File: src/rtl/if_stage_pkg.sv
// Shared types for the instruction-fetch stage.
//   fetch_state_e : fetch FSM states (idle, request in flight, request being dropped)
//   fetch_entry_t : one fetch-queue entry, {PC+4, instruction word}
//   next_pc       : sequential fetch address, wraps modulo 2^32
package if_stage_pkg;

    typedef enum logic [1:0] {
        StIdle,
        StFetch,
        StDrop
    } fetch_state_e;

    typedef struct packed {
        logic [31:0] pc;
        logic [31:0] instr;
    } fetch_entry_t;

    function automatic logic [31:0] next_pc(input logic [31:0] pc);
        return pc + 32'd4;
    endfunction

endpackage

File: src/rtl/if_stage_fetch_queue.sv
// Small FIFO holding fetched words until the IF/ID register can take them.
//   clk, rst          : clock, asynchronous active-low reset
//   push, push_data   : enqueue one entry
//   pop               : drop the head entry
//   clear             : empty the queue; dominates push
//   head              : entry at the head (meaningful when !empty)
//   count, empty, full: occupancy
module if_stage_fetch_queue
    import if_stage_pkg::*;
#(
    parameter int unsigned QDEPTH = 2
) (
    input  logic                      clk,
    input  logic                      rst,
    input  logic                      push,
    input  logic                      pop,
    input  logic                      clear,
    input  fetch_entry_t              push_data,
    output fetch_entry_t              head,
    output logic [$clog2(QDEPTH):0]   count,
    output logic                      empty,
    output logic                      full
);

    localparam int unsigned PtrW = $clog2(QDEPTH);
    localparam logic [PtrW:0] FullCount = (PtrW + 1)'(QDEPTH);

    fetch_entry_t    mem [QDEPTH];
    logic [PtrW-1:0] rptr;
    logic [PtrW-1:0] wptr;
    logic            push_ok;
    logic            pop_ok;

    always_comb begin
        empty   = (count == '0);
        full    = (count == FullCount);
        // A push into a full queue is only legal when the head leaves in the same cycle.
        push_ok = push && (!full || pop);
        pop_ok  = pop && !empty;
        head    = mem[rptr];
    end

    always_ff @(posedge clk or negedge rst) begin
        if (!rst) begin
            rptr  <= '0;
            wptr  <= '0;
            count <= '0;
        end else if (clear) begin
            rptr  <= '0;
            wptr  <= '0;
            count <= '0;
        end else begin
            if (push_ok) wptr <= wptr + 1'b1;
            if (pop_ok)  rptr <= rptr + 1'b1;
            if (push_ok && !pop_ok) begin
                count <= count + 1'b1;
            end else if (pop_ok && !push_ok) begin
                count <= count - 1'b1;
            end
        end
    end

    always_ff @(posedge clk) begin
        if (push_ok && !clear) mem[wptr] <= push_data;
    end

endmodule

File: src/rtl/if_stage.sv
// Instruction-fetch stage: owns the fetch PC, issues one outstanding request at a time to
// instruction memory, buffers returned words and drives the IF/ID register.
//   clk, rst             : clock, asynchronous active-low reset
//   freeze               : hold the IF/ID register (hazard from ID)
//   branch_taken         : flush and redirect fetch to branch_addr
//   branch_addr          : redirect target
//   imem_req, imem_addr  : level request and its address, held until imem_ack
//   imem_ack, imem_rdata : request completion and fetched word (same cycle)
//   PC, instruction      : IF/ID register, PC is fetch address + 4
//   valid                : IF/ID register holds a real instruction
module if_stage
    import if_stage_pkg::*;
#(
    parameter logic [31:0] RESET_PC  = 32'h0000_0000,
    parameter int unsigned QDEPTH    = 2,
    parameter logic [31:0] NOP_INSTR = 32'h0000_0000
) (
    input  logic        clk,
    input  logic        rst,
    input  logic        freeze,
    input  logic        branch_taken,
    input  logic [31:0] branch_addr,
    output logic        imem_req,
    output logic [31:0] imem_addr,
    input  logic        imem_ack,
    input  logic [31:0] imem_rdata,
    output logic [31:0] PC,
    output logic [31:0] instruction,
    output logic        valid
);

    localparam int unsigned CntW = $clog2(QDEPTH) + 1;

    fetch_state_e  state;
    logic [31:0]   fetch_pc;
    logic [31:0]   req_addr;
    logic          accept;
    logic          advance;
    logic          q_push;
    logic          q_pop;
    logic          q_empty;
    logic          q_full;
    logic [CntW-1:0] q_count;
    logic [CntW:0] count_after;
    fetch_entry_t  q_head;
    fetch_entry_t  fetched;

    assign imem_req  = (state != StIdle);
    assign imem_addr = req_addr;

    always_comb begin
        accept  = (state == StFetch) && imem_ack && !branch_taken;
        advance = !branch_taken && !freeze;
        fetched = '{pc: next_pc(fetch_pc), instr: imem_rdata};
        q_pop   = advance && !q_empty;
        // With an empty queue and a free output register the word bypasses the queue.
        q_push  = accept && !(advance && q_empty);
        count_after = {1'b0, q_count} + (CntW + 1)'(q_push) - (CntW + 1)'(q_pop);
    end

    if_stage_fetch_queue #(
        .QDEPTH(QDEPTH)
    ) u_queue (
        .clk      (clk),
        .rst      (rst),
        .push     (q_push),
        .pop      (q_pop),
        .clear    (branch_taken),
        .push_data(fetched),
        .head     (q_head),
        .count    (q_count),
        .empty    (q_empty),
        .full     (q_full)
    );

    always_ff @(posedge clk or negedge rst) begin
        if (!rst) begin
            state       <= StIdle;
            fetch_pc    <= RESET_PC;
            req_addr    <= RESET_PC;
            PC          <= '0;
            instruction <= NOP_INSTR;
            valid       <= 1'b0;
        end else begin
            // Fetch control
            if (branch_taken) begin
                fetch_pc <= branch_addr;
                if (state == StDrop) begin
                    // The stale request may finish this very cycle; then go straight on.
                    if (imem_ack) begin
                        state    <= StFetch;
                        req_addr <= branch_addr;
                    end
                end else if (state == StFetch && !imem_ack) begin
                    // Keep the in-flight request alive, throw its data away later.
                    state <= StDrop;
                end else begin
                    state    <= StFetch;
                    req_addr <= branch_addr;
                end
            end else begin
                unique case (state)
                    StIdle: begin
                        if (!q_full) begin
                            state    <= StFetch;
                            req_addr <= fetch_pc;
                        end
                    end
                    StFetch: begin
                        if (imem_ack) begin
                            fetch_pc <= fetched.pc;
                            // Only re-issue if the next word is guaranteed a slot.
                            if (count_after < (CntW + 1)'(QDEPTH)) begin
                                req_addr <= fetched.pc;
                            end else begin
                                state <= StIdle;
                            end
                        end
                    end
                    StDrop: begin
                        if (imem_ack) begin
                            state    <= StFetch;
                            req_addr <= fetch_pc;
                        end
                    end
                    default: state <= StIdle;
                endcase
            end

            // IF/ID register
            if (branch_taken) begin
                valid       <= 1'b0;
                instruction <= NOP_INSTR;
                PC          <= '0;
            end else if (!freeze) begin
                if (!q_empty) begin
                    PC          <= q_head.pc;
                    instruction <= q_head.instr;
                    valid       <= 1'b1;
                end else if (accept) begin
                    PC          <= fetched.pc;
                    instruction <= fetched.instr;
                    valid       <= 1'b1;
                end else begin
                    valid       <= 1'b0;
                    instruction <= NOP_INSTR;
                end
            end
        end
    end

endmodule

File: config.mk
export PLATFORM = sky130hd
export DESIGN_NAME = if_stage
export DESIGN_NICKNAME = d
export VERILOG_FILES = /design/src/rtl/if_stage_pkg.sv /design/src/rtl/if_stage_fetch_queue.sv /design/src/rtl/if_stage.sv
export SDC_FILE = /design/constraint.sdc
export NUM_CORES = 1
export LEC_CHECK = 0
export ABC_AREA = 1
export CORE_MARGIN = 3
export CORE_UTILIZATION = 55
export DETAILED_ROUTE_END_ITERATION = 8
export PLACE_DENSITY = 0.82
export SLEW_MARGIN = 20
export SYNTH_ARGS = -nofsm -noshare
export SYNTH_HDL_FRONTEND = slang
export SYNTH_SLANG_ARGS = --single-unit
File: constraint.sdc
create_clock -name clk -period 5.8 [get_ports clk]
set_input_delay 1.16 -clock clk [delete_from_list [all_inputs] [get_ports clk]]
set_output_delay 1.16 -clock clk [all_outputs]
set_load 0.05 [all_outputs]
==> reports/results.txt, run 1 <==
Switch Pwr: 3240 uW
Sink Count: 263
Core Box Area: 0.0212 sq mm
hold depth: 2
area leader, netlist: edfxtp_1
setup violators final: 0
register share of total power: 35.4%
Netlist cell types: 33
clock slew at reported path FFs: 0.06 ns
top-area cell type share of the netlist area: 32.3%
number of DRC markers in iteration 0: 1022
# resized after CTS: 0
FF+latch count, synth: 263
largest net degree at the start of global routing: 92
total number of H-tree levels: 1
count leader, synth: nand2_1
RSZ-0062 raised after global routing: false
Switching Share: 43.0%
hold slack: 0.475 ns
Achievable Freq: 0.222 GHz
diode count: 0
Hold Fails Final Rpt: 0
Rows: 53
GPL Wtd Cong: 0.905
Post-synth EDFFs: 128
Most used DFF post-synth: dfrtp_1
Layout area overhead: 22.4%
Die ar.: 0.0234 sq mm
crit-path max FO: 40
most frequent cells after synthesis: nand2_1 (311), nor2_1 (158), dfrtp_1 (135)
Final Total Pwr: 7540 uW
Lkg Pwr: 0.00600 uW
final wirelength: 31500 um
initial antenna violation count: 0
Final period util: 77.8%
minimum clock period: 4.51 ns
worst-margin pin slew: 0.892 ns
Mean Syn Cell Area: 9.43 sq um
slew margin rel.: 40.5%
class of the worst hold path: reg -> reg
via count: 9879
I/O pin count: 167
via density per instance: 5.83
clock share of power: 22.2%
CTS Hold Bufs: 0
Setup Buffers After CTS: 0
Pint: 4300 uW
cts bufs inserted: 27
Post-synth ARST share: 51.3%
Post-Syn Nets: 1335
CTS tree: built
wire per inst: 18.6 um
Pwr Density: 518 mW/mm^2
Die X: 153 um
Skew-Pair Late Insertion Delay: 0.52 ns
Peak VDD IR: 376 uV
DR DRC count: 0
port buffer count: 166
Post-Syn Area: 0.0119 sq mm
Slew Limit Fails: 0
Critical Path RT: 6.23 ns
Sum Neg Setup Slack: 0 ns
max-cap violations: 0
Register-to-Register Path Depth: 14
Root Driver: clkbuf_16
Worst Path Arrival: 4.94 ns
dpl hpwl: 20000 um
outcome: finished clean
startpoint types: register
Initial Util: 56.3%
GRT Total Usage: 26.1%
Nets: 1471
Clock Skew: 0.0116 ns
total gr overflow: 0
final antenna-violating net count: 0
Max Buffers Root-to-Sink: 3
drt pass-1 iters: 6
Synth Instances: 1263
die height: 153 um
Comb power frac: 42.4%
largest cells by area after synthesis: edfxtp_1 (32%), dfrtp_1 (28%), nand2_1 (9.8%)
proportion of layout cells with a drive suffix above 1: 5.77%
vias in the first global route: 9707
sequential area share after synthesis: 60.7%
Setup CP Type: reg -> reg
YS warnings: 0
Critical Path End Type: register
first-pass GRT wire length: 50200 um
-- kinds of logic (layout without fill, tap and decap cells) --
group	Yosys count	in the layout	synth area share (%)
buffers and inverters	161	318	5.56
AO/OA/AOI/OAI	233	233	11.8
AND/OR/NAND/NOR	591	591	20.7
flip-flops	263	263	60.7
XOR/XNOR	12	12	0.883
adder cells (fa/ha/maj)	3	3	0.378
-- power by group through the flow --
| stage | combinational [uW] | clock, uW | sequential (uW) |
|---|---|---|---|
| floorplan | 1270 | 0 | 3550 |
| global placement | 3100 | 0 | 2680 |
| detailed placement | 3170 | 0 | 2680 |
| CTS | 3190 | 1690 | 2660 |
| global route | 3430 | 1770 | 2710 |
| finish | 3200 | 1670 | 2670 |
-- flip-flops by register name, indices dropped and copies added (netlist names) --
| signal | cells |
|---|---|
| instruction | 32 |
| fetch_pc | 32 |
| u_queue.rptr | 1 |
| u_queue.mem | 128 |
| PC | 32 |
| imem_addr | 32 |
| u_queue.wptr | 1 |
| state | 2 |
| valid | 1 |
| u_queue.count | 2 |
-- layout by cell type (no fill, tap or decap), drive strengths merged --
cell	netlist	layout
nand2	314	314
o221ai	4	4
clkbuf	38	41
nand4	33	33
o21a	3	3
bufinv	0	1
edfxtp	128	128
clkinv	0	7
dfrtp	135	135
o21ai	56	56
clkdlybuf4s50	0	164
nor2	166	166
o31ai	4	4
nor3	1	1
inv	88	89
o22ai	1	1
o311ai	32	32
nand3	75	75
and2	2	2
ha	2	2
o211ai	26	26
fa	1	1
a21oi	105	105
buf	35	16
xor2	12	12
a31oi	2	2
-- routing by layer --
| metal | vias up | track usage (%) | routed length, um |
|---|---|---|---|
| li1 | 4564 | - | - |
| met2 | 517 | 41.0 | 14700 |
| met1 | 4755 | 38.3 | 13200 |
| met4 | 0 | 6.28 | 487 |
| met5 | - | 0 | 0 |
| met3 | 43 | 4.76 | 3140 |
-- cell type report --
cell class	count	area, sq um
Sequential cell	263	7220
Clock inverter	9	77.6
Fill cell	1577	6580
Tap cell	275	344
Timing Repair Buffer	180	1760
Inverter	88	330
Clock buffer	41	791
Multi-Input combinational cell	839	4040
-- path summary, 6_finish.rpt --
check | startpoint | to | slack, ns
setup / recovery | u_queue.count[1] | imem_addr[27] | 1.29
hold / removal | PC[18] | PC[18] | 0.47
setup reg to reg | u_queue.count[1] | imem_addr[27] | 1.29
hold reg to reg | PC[18] | PC[18] | 0.47
max in group asynchronous | rst | imem_addr[13] | 3.91
min in group asynchronous | rst | instruction[4] | 0.71
-- through the flow --
step	instance area [sq um]	worst slack [ns]	util, %	instances
2_1_floorplan	11900	0.767	-	1263
3_3_place_gp	13700	0.887	64.8	1645
3_5_place_dp	13700	0.811	64.8	1645
4_1_cts	14600	1.32	68.9	1695
5_1_grt	14600	0.871	68.9	1695
6_report	14600	1.29	68.9	1695
-- worst max-delay path: stages (launching register included) --
cell     delay, ns
dfrtp_1       0.49
nor2_4        0.06
inv_2         0.50
nand2_2       0.59
inv_2         0.25
ha_1          0.25
inv_1         0.05
nand2_1       0.06
fa_1          0.49
nand3_1       0.10
o21ai_0       0.20
nand2_2       0.40
inv_2         0.64
nor2_1        0.12
a21oi_1       0.19
Note: power is estimated with default switching activity, not from simulation.
==> run 2: changes to the inputs <==
- CORE_UTILIZATION: 55 -> 50
- PLACE_DENSITY: 0.82 -> 0.79
- clock period: 5.8 -> 4.1 ns (I/O delays scaled with it)
==> reports/results.txt, run 2 (same netlist as run 1, synthesis figures left out) <==
final antenna-violating net count: 0 (unchanged)
RSZ-0062 raised after global routing: false
Comb power frac: 43.0% (+0.6 points)
slew margin rel.: 38.2% (-2.3 points)
flip-flop count of the largest register after layout: 128 (unchanged)
family with the most delay on the worst path: buffers and inverters
crit-path cells: clkdlybuf4s50_1 > nand2_1 > nor2_4 > inv_2 > a21oi_1 > nand2_1 > fa_1 > nand3_1 > o21ai_0 > nand2_2 > inv_2 > buf_12 > nor2_1 > a21oi_1
Slew Limit Fails: 0 (unchanged)
Worst Path Arrival: 3.64 ns (-1.30 ns)
wire per inst: 18.5 um (-0.34%)
Finished Core Util: 63.9% (-5.0 points)
Placement Cell Area: 0.0138 sq mm (+0.99%)
Nets: 1476 (+0.34%)
Bufs and invs on worst path: 4 (unchanged)
commonest cells after routing, fill and taps aside: nand2_1 (311), clkdlybuf4s50_1 (164), nor2_1 (155)
worst-margin pin slew: 0.926 ns (+0.0340 ns)
Most flops, register: u_queue.mem
Sink Count: 263 (unchanged)
Core Box Area: 0.0230 sq mm (+8.7%)
port buffer count: 166 (unchanged)
CTS tree: built
# resized after CTS: 0 (unchanged)
I/O pin count: 167 (unchanged)
storage element area: 0.00722 sq mm (unchanged)
Die ar.: 0.0257 sq mm (+9.6%)
Crit-path slowest cell: clkdlybuf4s50_1
initial antenna violation count: 0 (unchanged)
CTS Hold Bufs: 0 (unchanged)
setup violators final: 0 (unchanged)
first-pass GRT wire length: 51400 um (+2.5%)
Lkg Pwr: 0.00603 uW (+0.52%)
Switch Pwr: 4650 uW (+44%)
Critical Path RT: 4.55 ns (-1.68 ns)
DR DRC count: 0 (unchanged)
Initial Util: 51.8% (-4.5 points)
vias in the first global route: 9666 (-0.42%)
register share of total power: 35.1% (-0.3 points)
clock slew at reported path FFs: 0.06 ns (about the same)
die height: 160 um (+4.7%)
Hold Fails Final Rpt: 0 (unchanged)
Critical Path End Type: register
Skew-Pair Late Insertion Delay: 0.54 ns (+0.02 ns)
GPL Wtd Cong: 0.897 (-0.90%)
Rows: 55 (+3.8%)
via density per instance: 5.73 (-1.7%)
clock share of power: 21.9% (-0.3 points)
drt pass-1 iters: 6 (unchanged)
Final period util: 77.8%
class of the worst hold path: in -> async
proportion of layout cells with a drive suffix above 1: 6.32% (+0.54 points)
total gr overflow: 0 (unchanged)
Pwr Density: 731 mW/mm^2 (+41%)
Setup Buffers After CTS: 0 (unchanged)
Achievable Freq: 0.314 GHz
Die X: 160 um (+4.7%)
Root Driver: clkbuf_16
diode count: 0 (unchanged)
Switching Share: 43.3% (+0.39 points)
cts bufs inserted: 27 (unchanged)
crit-path max FO: 29 (-28%)
fin area: 0.0147 sq mm (+0.75%)
commonest non-fill, non-tap cell in the layout: nand2_1
number of DRC markers in iteration 0: 1062 (+3.9%)
minimum clock period: 3.19 ns
GRT Total Usage: 24.6% (-1.5 points)
largest net degree at the start of global routing: 90 (-2.2%)
startpoint types: input port
Multi-input gate area: 0.00404 sq mm (unchanged)
total number of H-tree levels: 1 (unchanged)
Setup CP Type: in -> reg
Peak VDD IR: 464 uV (+23%)
outcome: finished clean
Pint: 6080 uW (+41%)
via count: 9957 (+0.79%)
max-cap violations: 0 (unchanged)
Layout area overhead: 23.3%
dpl hpwl: 20500 um (+2.4%)
crit-path max cell delay: 0.63 ns (about the same)
Clock Skew: 0.0145 ns (+0.00295 ns)
final wirelength: 32200 um (+2.2%)
Max Buffers Root-to-Sink: 3 (unchanged)
Fillers: 1849 (+17%)
[run 2: changes by cell type in the layout (fill, tap and decap cells not counted), sizes merged]
cell      delta
clkinv       +8
bufinv       +1
buf          +5
clkbuf      -10
clkinvlp     +1
[run 2: routing by layer]
metal	part of all wire, %	GRT usage [%]	routed length [um]	up-vias
met5	0	0	0	-
met4	2.8	8.09	901	0
met3	9.3	4.28	3010	67
met2	46	38.2	14800	539
met1	42	35.7	13500	4768
li1	-	-	-	4583
[run 2: worst reg2reg max path: stages (launching register included)]
cell     delay (ns)
dfrtp_1        0.46
nor2_4         0.13
buf_4          0.58
a21oi_1        0.19
nand2_1        0.11
fa_1           0.41
nand3_1        0.12
o21ai_0        0.10
nand2_2        0.10
buf_4          0.31
a21oi_1        0.10
a21oi_1        0.21
[run 2: area by class of cell]
type                       instances  area share, %
tap                              313           2.67
multi-input combinational        839           27.5
clock inverter                    19           1.03
inverter                          88           2.25
timing repair buffer             185           12.6
clock buffer                      31           4.70
sequential                       263           49.2
[run 2: power by group through the flow]
stage	Clock, uW	Sequential (uW)	Combinational (uW)
2_1_floorplan	0	5020	1800
3_3_place_gp	0	3800	4480
3_5_place_dp	0	3800	4590
4_1_cts	2370	3770	4610
5_1_grt	2490	3830	4950
6_report	2350	3770	4610
[run 2: stage by stage]
step / setup WS [ns] / hold slack, ns / std cells / total power, uW / setup TNS, ns
floorplan: -0.593 / 0.459 / 1263 / 6810 / -75.90
global placement: 0.450 / 0.465 / 1688 / 8270 / 0
detailed placement: 0.367 / 0.468 / 1688 / 8390 / 0
CTS: 0.912 / 0.415 / 1738 / 10700 / 0
global route: 0.693 / 0.420 / 1738 / 11300 / 0
finish: 0.910 / 0.353 / 1738 / 10700 / 0
[run 2: path summary, 6_finish.rpt]
kind,endpoint,slack [ns],start,cells past startpoint
setup / recovery,imem_addr[8],0.91,imem_ack,14
hold / removal,instruction[19],0.35,rst,1
setup reg to reg,imem_addr[8],1.21,u_queue.count[1],11
hold reg to reg,PC[24],0.48,PC[24],2
max in group asynchronous,PC[14],3.00,rst,2
min in group clk,PC[24],0.48,PC[24],2
